**config.mk**
```make
export PLATFORM = sky130hd
export DESIGN_NAME = operand_fetch
export DESIGN_NICKNAME = d
export VERILOG_FILES = /design/src/rtl/cpu_pkg.sv /design/src/rtl/regfile_2r1w.sv /design/src/rtl/operand_fetch.sv
export SDC_FILE = /design/constraint.sdc
export NUM_CORES = 2
export LEC_CHECK = 0
export CAP_MARGIN = 15
export CELL_PAD_IN_SITES_DETAIL_PLACEMENT = 0
export CELL_PAD_IN_SITES_GLOBAL_PLACEMENT = 1
export CORE_UTILIZATION = 51
export DETAILED_ROUTE_END_ITERATION = 16
export PLACE_DENSITY = 0.87
export SLEW_MARGIN = 20
export SYNTH_ARGS = -nofsm -noshare
export SYNTH_HDL_FRONTEND = slang
export SYNTH_SLANG_ARGS = --single-unit
```
**constraint.sdc**
```tcl
create_clock -name clk -period 1.77 [get_ports clk]
set_input_delay 0.354 -clock clk [delete_from_list [all_inputs] [get_ports clk]]
set_output_delay 0.354 -clock clk [all_outputs]
set_load 0.005 [all_outputs]
```
**src/rtl/cpu_pkg.sv**
```systemverilog
// Shared CPU definitions: datapath sizes, ALU control encodings and register address type.
package cpu_pkg;

    localparam int WIDTH = 32;
    localparam int NREGS = 32;
    localparam int AW    = 5;

    // Encodings must line up with the ALU's alu_cntr decoding.
    typedef enum logic [1:0] {
        ALU_ADD  = 2'b00,
        ALU_SUB  = 2'b01,
        ALU_NOR  = 2'b10,
        ALU_SLTU = 2'b11
    } alu_op_t;

    typedef logic [AW-1:0] reg_addr_t;

endpackage

```
**src/rtl/regfile_2r1w.sv**
```systemverilog
// 2-read/1-write MIPS register file with $0 hardwired to zero and asynchronous clear.
// Optional write-through forwarding on the read ports: OPERAND_FETCH_WRITE_BYPASS_EN.
module regfile_2r1w
    import cpu_pkg::*;
#(
    parameter int WIDTH = cpu_pkg::WIDTH,
    parameter int NREGS = cpu_pkg::NREGS,
    parameter int AW    = cpu_pkg::AW
) (
    input  logic             clk_i,
    input  logic             rst_ni,
    input  logic [AW-1:0]    raddrA_i,
    input  logic [AW-1:0]    raddrB_i,
    output logic [WIDTH-1:0] rdataA_o,
    output logic [WIDTH-1:0] rdataB_o,
    input  logic             wrEn_i,
    input  logic [AW-1:0]    wrAddr_i,
    input  logic [WIDTH-1:0] wrData_i
);

    logic [WIDTH-1:0] mem_q [NREGS];
    logic             wrLive;

    assign wrLive = wrEn_i && (wrAddr_i != '0);

    always_ff @(posedge clk_i or negedge rst_ni) begin
        if (!rst_ni) begin
            for (int i = 0; i < NREGS; i++) begin
                mem_q[i] <= '0;
            end
        end else if (wrLive) begin
            mem_q[wrAddr_i] <= wrData_i;
        end
    end

    // Address 0 is gated on read as well, so $0 is zero regardless of storage contents.
    always_comb begin
        rdataA_o = (raddrA_i == '0) ? '0 : mem_q[raddrA_i];
        rdataB_o = (raddrB_i == '0) ? '0 : mem_q[raddrB_i];
`ifdef OPERAND_FETCH_WRITE_BYPASS_EN
        if (wrLive && (wrAddr_i == raddrA_i)) begin
            rdataA_o = wrData_i;
        end
        if (wrLive && (wrAddr_i == raddrB_i)) begin
            rdataB_o = wrData_i;
        end
`endif
    end

endmodule

```
**src/rtl/operand_fetch.sv**
```systemverilog
// Operand fetch stage: register file read plus the output register feeding the ALU.
// Build option OPERAND_FETCH_WRITE_BYPASS_EN enables same-cycle writeback forwarding.
module operand_fetch
    import cpu_pkg::*;
#(
    parameter int WIDTH = cpu_pkg::WIDTH,
    parameter int NREGS = cpu_pkg::NREGS,
    parameter int AW    = cpu_pkg::AW
) (
    input  logic             clk,
    input  logic             rst_n,
    input  logic             in_valid,
    output logic             in_ready,
    input  logic [AW-1:0]    rs,
    input  logic [AW-1:0]    rt,
    input  logic [1:0]       alu_op,
    input  logic             stall,
    input  logic             flush,
    input  logic             wr_en,
    input  logic [AW-1:0]    wr_addr,
    input  logic [WIDTH-1:0] wr_data,
    output logic             out_valid,
    output logic [WIDTH-1:0] bus_a,
    output logic [WIDTH-1:0] bus_b,
    output logic [1:0]       alu_cntr
);

    logic [WIDTH-1:0] readA;
    logic [WIDTH-1:0] readB;

    logic             outValid_q, outValid_d;
    logic [WIDTH-1:0] busA_q, busA_d;
    logic [WIDTH-1:0] busB_q, busB_d;
    alu_op_t          aluCntr_q, aluCntr_d;

    regfile_2r1w #(
        .WIDTH (WIDTH),
        .NREGS (NREGS),
        .AW    (AW)
    ) u_regfile (
        .clk_i    (clk),
        .rst_ni   (rst_n),
        .raddrA_i (rs),
        .raddrB_i (rt),
        .rdataA_o (readA),
        .rdataB_o (readB),
        .wrEn_i   (wr_en),
        .wrAddr_i (wr_addr),
        .wrData_i (wr_data)
    );

    assign in_ready = !stall;

    // Priority: flush, then stall, then load; data fields hold on flush and bubbles.
    always_comb begin
        outValid_d = outValid_q;
        busA_d     = busA_q;
        busB_d     = busB_q;
        aluCntr_d  = aluCntr_q;
        if (flush) begin
            outValid_d = 1'b0;
        end else if (stall) begin
            outValid_d = outValid_q;
        end else if (in_valid) begin
            outValid_d = 1'b1;
            busA_d     = readA;
            busB_d     = readB;
            aluCntr_d  = alu_op_t'(alu_op);
        end else begin
            outValid_d = 1'b0;
        end
    end

    always_ff @(posedge clk or negedge rst_n) begin
        if (!rst_n) begin
            outValid_q <= 1'b0;
            busA_q     <= '0;
            busB_q     <= '0;
            aluCntr_q  <= ALU_ADD;
        end else begin
            outValid_q <= outValid_d;
            busA_q     <= busA_d;
            busB_q     <= busB_d;
            aluCntr_q  <= aluCntr_d;
        end
    end

    assign out_valid = outValid_q;
    assign bus_a     = busA_q;
    assign bus_b     = busB_q;
    assign alu_cntr  = aluCntr_q;

endmodule

```
**Yosys cells after proc, flatten, opt, wreduce, memory -nomap -nowiden**

Cells that the tools add are included.

- Eq/ne operators: 1
- $lt $le $gt $ge: 4
- Reduce and logical (&&, ||, !) cells: 7
- Multiplexer cells: 14
- Bitwise operators: 5

Operators by type and width:

| operator | count |
|---|---|
| $bwmux W1024 | 1 |
| $bmux W32 S5 | 2 |
| $mux W32 | 7 |
| $demux W32 S5 | 1 |
| $ge A6 B6 Y1 const B | 3 |
| $not A5 Y6 | 3 |
| $logic_not A5 Y1 | 2 |
| $lt A6 B1 Y1 const B | 1 |
| $reduce_bool A5 Y1 | 1 |
| $mux W1 | 3 |
| $reduce_and A3 Y1 | 1 |
| $logic_and A1 B1 Y1 | 2 |
| $ne A2 B1 Y1 const B | 1 |
| $not A1 Y1 | 2 |
| $logic_not A1 Y1 | 1 |

- Output and inout bits: 68
- Bits in registers: 1091
- Input port bits: 55
- Word-level logic and storage cells: 67

**Longest topological paths before layout**

- Word-level depth: 6
- Mapped depth: 8
- Gate-level depth less buffers: 4

**Hierarchy**

Synthesis repeated with hierarchy kept, for this count alone.

- Cell total of the unflattened synthesis: 3765
- Area, all modules: 56882.1 um^2

By module, submodules not included:

| module | instances | cells an instance | sequential area each (um^2) | area an instance (um^2) |
|---|---|---|---|---|
| regfile_2r1w | 1 | 3621 | 25624.6 | 54369.6 |
| operand_fetch | 1 | 144 | 1676.6 | 2512.4 |

**Least setup slack after synthesis**

Ideal clock, no wire load.

- Kind: input to register
- Start: input port rs[1]
- End: register busA_q[19] (netlist: bus_a[19])
- Stages: 7
- Setup slack: -0.076 ns
- Data required time: 1.649 ns
- Data arrival time: 1.725 ns
- Path buffers: 3
- Setup time: 0.121 ns
- Path through: buf_4 -> buf_8 -> buf_6 -> mux4_1 -> mux2i_1 -> a2111oi_0 -> a22o_1

- Word-level cells in the longest chain between the ends: 5
- Elaborated cells on any way between the ends: 6
- Classes of those cells: 4 x mux; 1 x bitwise; 1 x reduce/logical

Ends and longest elaborated chain:

| element | line | source |
|---|---|---|
| from (decl) | operand_fetch.sv:14 | `input logic [AW-1:0] rs,` |
| $not A5 Y6 (implied by the code) | regfile_2r1w.sv:38 | `rdataA_o = (raddrA_i == '0) ? '0 : mem_q[raddrA_i];` |
| $bmux W32 S5 | regfile_2r1w.sv:38 |  |
| $mux W32 (implied by the code) (2 in series) | regfile_2r1w.sv:38 |  |
| $mux W32 * | regfile_2r1w.sv:38 |  |
| to (signal assigned) | operand_fetch.sv:82 | `busA_q <= busA_d;` |
| to (decl) | operand_fetch.sv:32 | `logic [WIDTH-1:0] busA_q, busA_d;` |

Every way passes the cells marked *; elsewhere a longest branch is shown, timed or not. The select of a mux whose other input is x is not followed.
A chain may end at the register's enable or synchronous reset.

**Final worst setup path**

- Start: input port rs[3]
- End: register busA_q[5] (netlist: bus_a[5])

The elaborated chain is that of the path after synthesis.

==> impl_metrics.tcl <==
set metrics [dict create \
    clkSlewWorstSetupHoldPaths_ns 0.06 \
    ant_nets 0 \
    violations "setup timing" \
    post-route-drc-count 0 \
    antenna_found_initial 4 \
    grt.total_usage_pct 31.3 \
    pin_count 123 \
    syn_area_um2 57400 \
    finalCriticalPeriod_ns 1.79 \
    cp_data_arrival_time_ns 2.39 \
    grt_overflow_total 0 \
    post_dp_cell_area_um2 64100 \
    num-fill-cells 8190 \
    synth_flop_cell "dfrtp_1" \
    cap_violations 0 \
    hpwl_um 118000 \
    outcome "finished, violations left" \
    start_util_pct 51.6 \
    cts.sinks 1091 \
    via_per_inst 6.58 \
    grt_pass1_vias 40000 \
    die_w_um 337 \
    post_synth_num_cell_types 46 \
    insertion_delay_ns 0.72 \
    syn_nets 3949 \
    ys_warn_count 0 \
    p_leak_nw 30.3 \
    drt_iter0_drc 3673 \
    relSlewSlack_pct 66.9 \
    tightest_slew_ns 0.484 \
    core_area_um2 111000 \
    start_kind "input port" \
    port_buffers 122 \
    cts_tree "yes" \
    setup_ws_ns -0.0235 \
    internal_power_mw 53.4 \
    power_density_nw_per_um2 1070 \
    async_flop_share_pct 100 \
    wire_per_inst_um 30.3 \
    numCtsBuffers 112 \
    cts_htree_levels 3 \
    dp_slack_ns -1.15 \
    finalCritPeriodShare_pct 101 \
    seqPwrFrac_pct 45.8 \
    syn_inst 3894 \
    power_switching_mw 19.7 \
    synth.area.top_cells "dfrtp_1 (48%), mux2_2 (26%), mux4_2 (12%), mux2i_1 (2.4%), o22ai_1 (2.0%)" \
    area_delta_synth_final_pct 18.8 \
    critPathMaxFanout 13 \
    ys_ff_latch 1091 \
    die-height_um 337 \
    num_rows 122 \
    path_class "in2reg" \
    hold_viol_final 0 \
    wl_um 176000 \
    end_kind "flip-flop" \
    die-area_um2 114000 \
    synth_most_common_cell "mux2_2" \
    required_ns 2.37 \
    clock-root-buffer "clkbuf_16" \
    power_frac_clock_pct 33.6 \
    grt_max_degree 71 \
    place_congestion 0.898 \
    max-vdd-ir-drop_mv 0.818 \
    final_nets 4277 \
    vias 38200 \
    final_area_um2 68200 \
    avgSynthCellArea_um2 14.7 \
    ys_seq_area_share_pct 47.6 \
    synth_edf_count 0 \
    min-delay-path-class "in2async" \
    switching_share_pct 27.0 \
    slew_viol_final 0 \
    first_pass_iters 5 \
    clock.fmax_ghz 0.558 \
    drive_above_1_share_pct 57.6 \
    setup_viol 2 \
    yosys.area.top_type "dfrtp_1" \
    pwr-share-comb_pct 20.6 \
    skew_ns 0.0247 \
    cts_buffer_depth 3 \
    synth_top_area_share_pct 47.6 \
    synth.top_cells.by_count "mux2_2 (1340), dfrtp_1 (1091), mux4_2 (304)" \
    grt_first_pass_wirelength_um 263000 \
]
critical path, stage by stage:
cell and delay, ns:
clkdlybuf4s50_1 0.64, buf_6 0.22, nand4b_1 0.17, buf_4 0.22, buf_12 0.16, o22ai_1 0.18, a211oi_1 0.11, buf_4 0.15
a22o_1 0.16
worst paths after layout:
path	to	startpoint	slack, ns	cells after the start
min in group clk	alu_cntr[1]	alu_op[1]	0.26	2
setup / recovery	bus_a[5]	rs[3]	-0.02	9
max in group asynchronous	u_regfile.mem_q[299]	rst_n	0.75	4
hold / removal	u_regfile.mem_q[480]	rst_n	0.11	2
hold reg to reg	u_regfile.mem_q[1011]	u_regfile.mem_q[1011]	0.39	0
setup reg to reg	bus_a[23]	u_regfile.mem_q[311]	0.04	4
flip-flops by register name, summed over array words and instances, names as in the netlist:
| signal | cells |
|---|---|
| bus_a | 32 |
| u_regfile.mem_q | 1024 |
| bus_b | 32 |
| out_valid | 1 |
| alu_cntr | 2 |
power groups by stage:
stage,sequential (mW),combinational [mW],clock [mW]
final,33.4,15.1,24.5
after global routing,33.9,16.1,25.9
after global placement,33.2,14.5,0
after CTS,33.2,15.0,24.8
after detailed placement,33.6,14.9,0
after floorplan,32.2,10.7,0
placed cells by master (no fill, tap or decap), drive strengths merged, types with 3 or more instances in the layout:
cell and count:
bufinv 10, clkdlybuf4s50 44, clkdlybuf4s15 38, nor3 7
nand4 5, nand4b 7, a22o 60, clkinv 21
nand4bb 4, nand2 13, o22ai 184, nor3b 4
a211oi 64, nand3 5, nor2b 12, inv 5
clkbuf 176, a2111oi 60, dfrtp 1091, nand2b 3
mux2i 137, or4b 4, mux4 324, nor2 80
mux2 1358, buf 557, dlygate4sd2 8, or3 5
through the flow:
stage / util, % / setup TNS [ns] / instances / power [mW] / hold WS, ns
6_report: 61.3 / -0.0297 / 5802 / 73.0 / 0.112
5_1_grt: 61.3 / -0.00537 / 5801 / 75.9 / 0.101
4_1_cts: 61.3 / 0 / 5797 / 73.1 / 0.0784
3_5_place_dp: 57.7 / -529.50 / 5567 / 48.5 / 0.251
3_3_place_gp: 57.7 / -505.58 / 5567 / 47.7 / 0.253
2_1_floorplan: - / -0.892 / 3894 / 42.9 / 0.0584
kinds of logic (layout without fill, tap and decap cells):
group	count (synthesis)	after routing	share of synthesized area (%)
buffers and inverters	445	863	4.23
and+or+nand+nor	155	155	1.39
DFF	1091	1091	47.6
muxes	1819	1819	41.9
other	0	2	0
AOI/OAI and AO/OA	384	384	4.93
what timing repair did:
| action | in CTS | in global routing |
|---|---|---|
| pin swaps | 1 | 1 |
| hold buffers | 1 | 0 |
| endpoints found under the setup margin | 120 | 46 |
| cloned | 0 | 1 |
| endpoints found under the hold margin | 274 | 0 |
| setup buffers | 25 | 2 |
| resized for setup | 207 | 27 |
layer usage:
metal	share of wire (%)	track usage [%]	vias up
li1	-	-	15700
met1	40	41.4	20200
met2	47	49.9	1761
met3	7.6	6.14	529
met4	5.2	14.6	4
met5	0.014	0	-
cell type report:
| class | instances | area, um^2 | area share [%] |
|---|---|---|---|
| sequential | 1091 | 27300 | 40.1 |
| tap | 1488 | 1860 | 2.73 |
| clock buffer | 167 | 3290 | 4.83 |
| inverter | 1 | 3.75 | 0.00551 |
| multi-input combinational | 2358 | 28000 | 41.1 |
| antenna | 2 | 5.00 | 0.00734 |
| clock inverter | 37 | 503 | 0.738 |
| timing repair buffer | 658 | 7170 | 10.5 |
(Power assumes the default switching activity.)
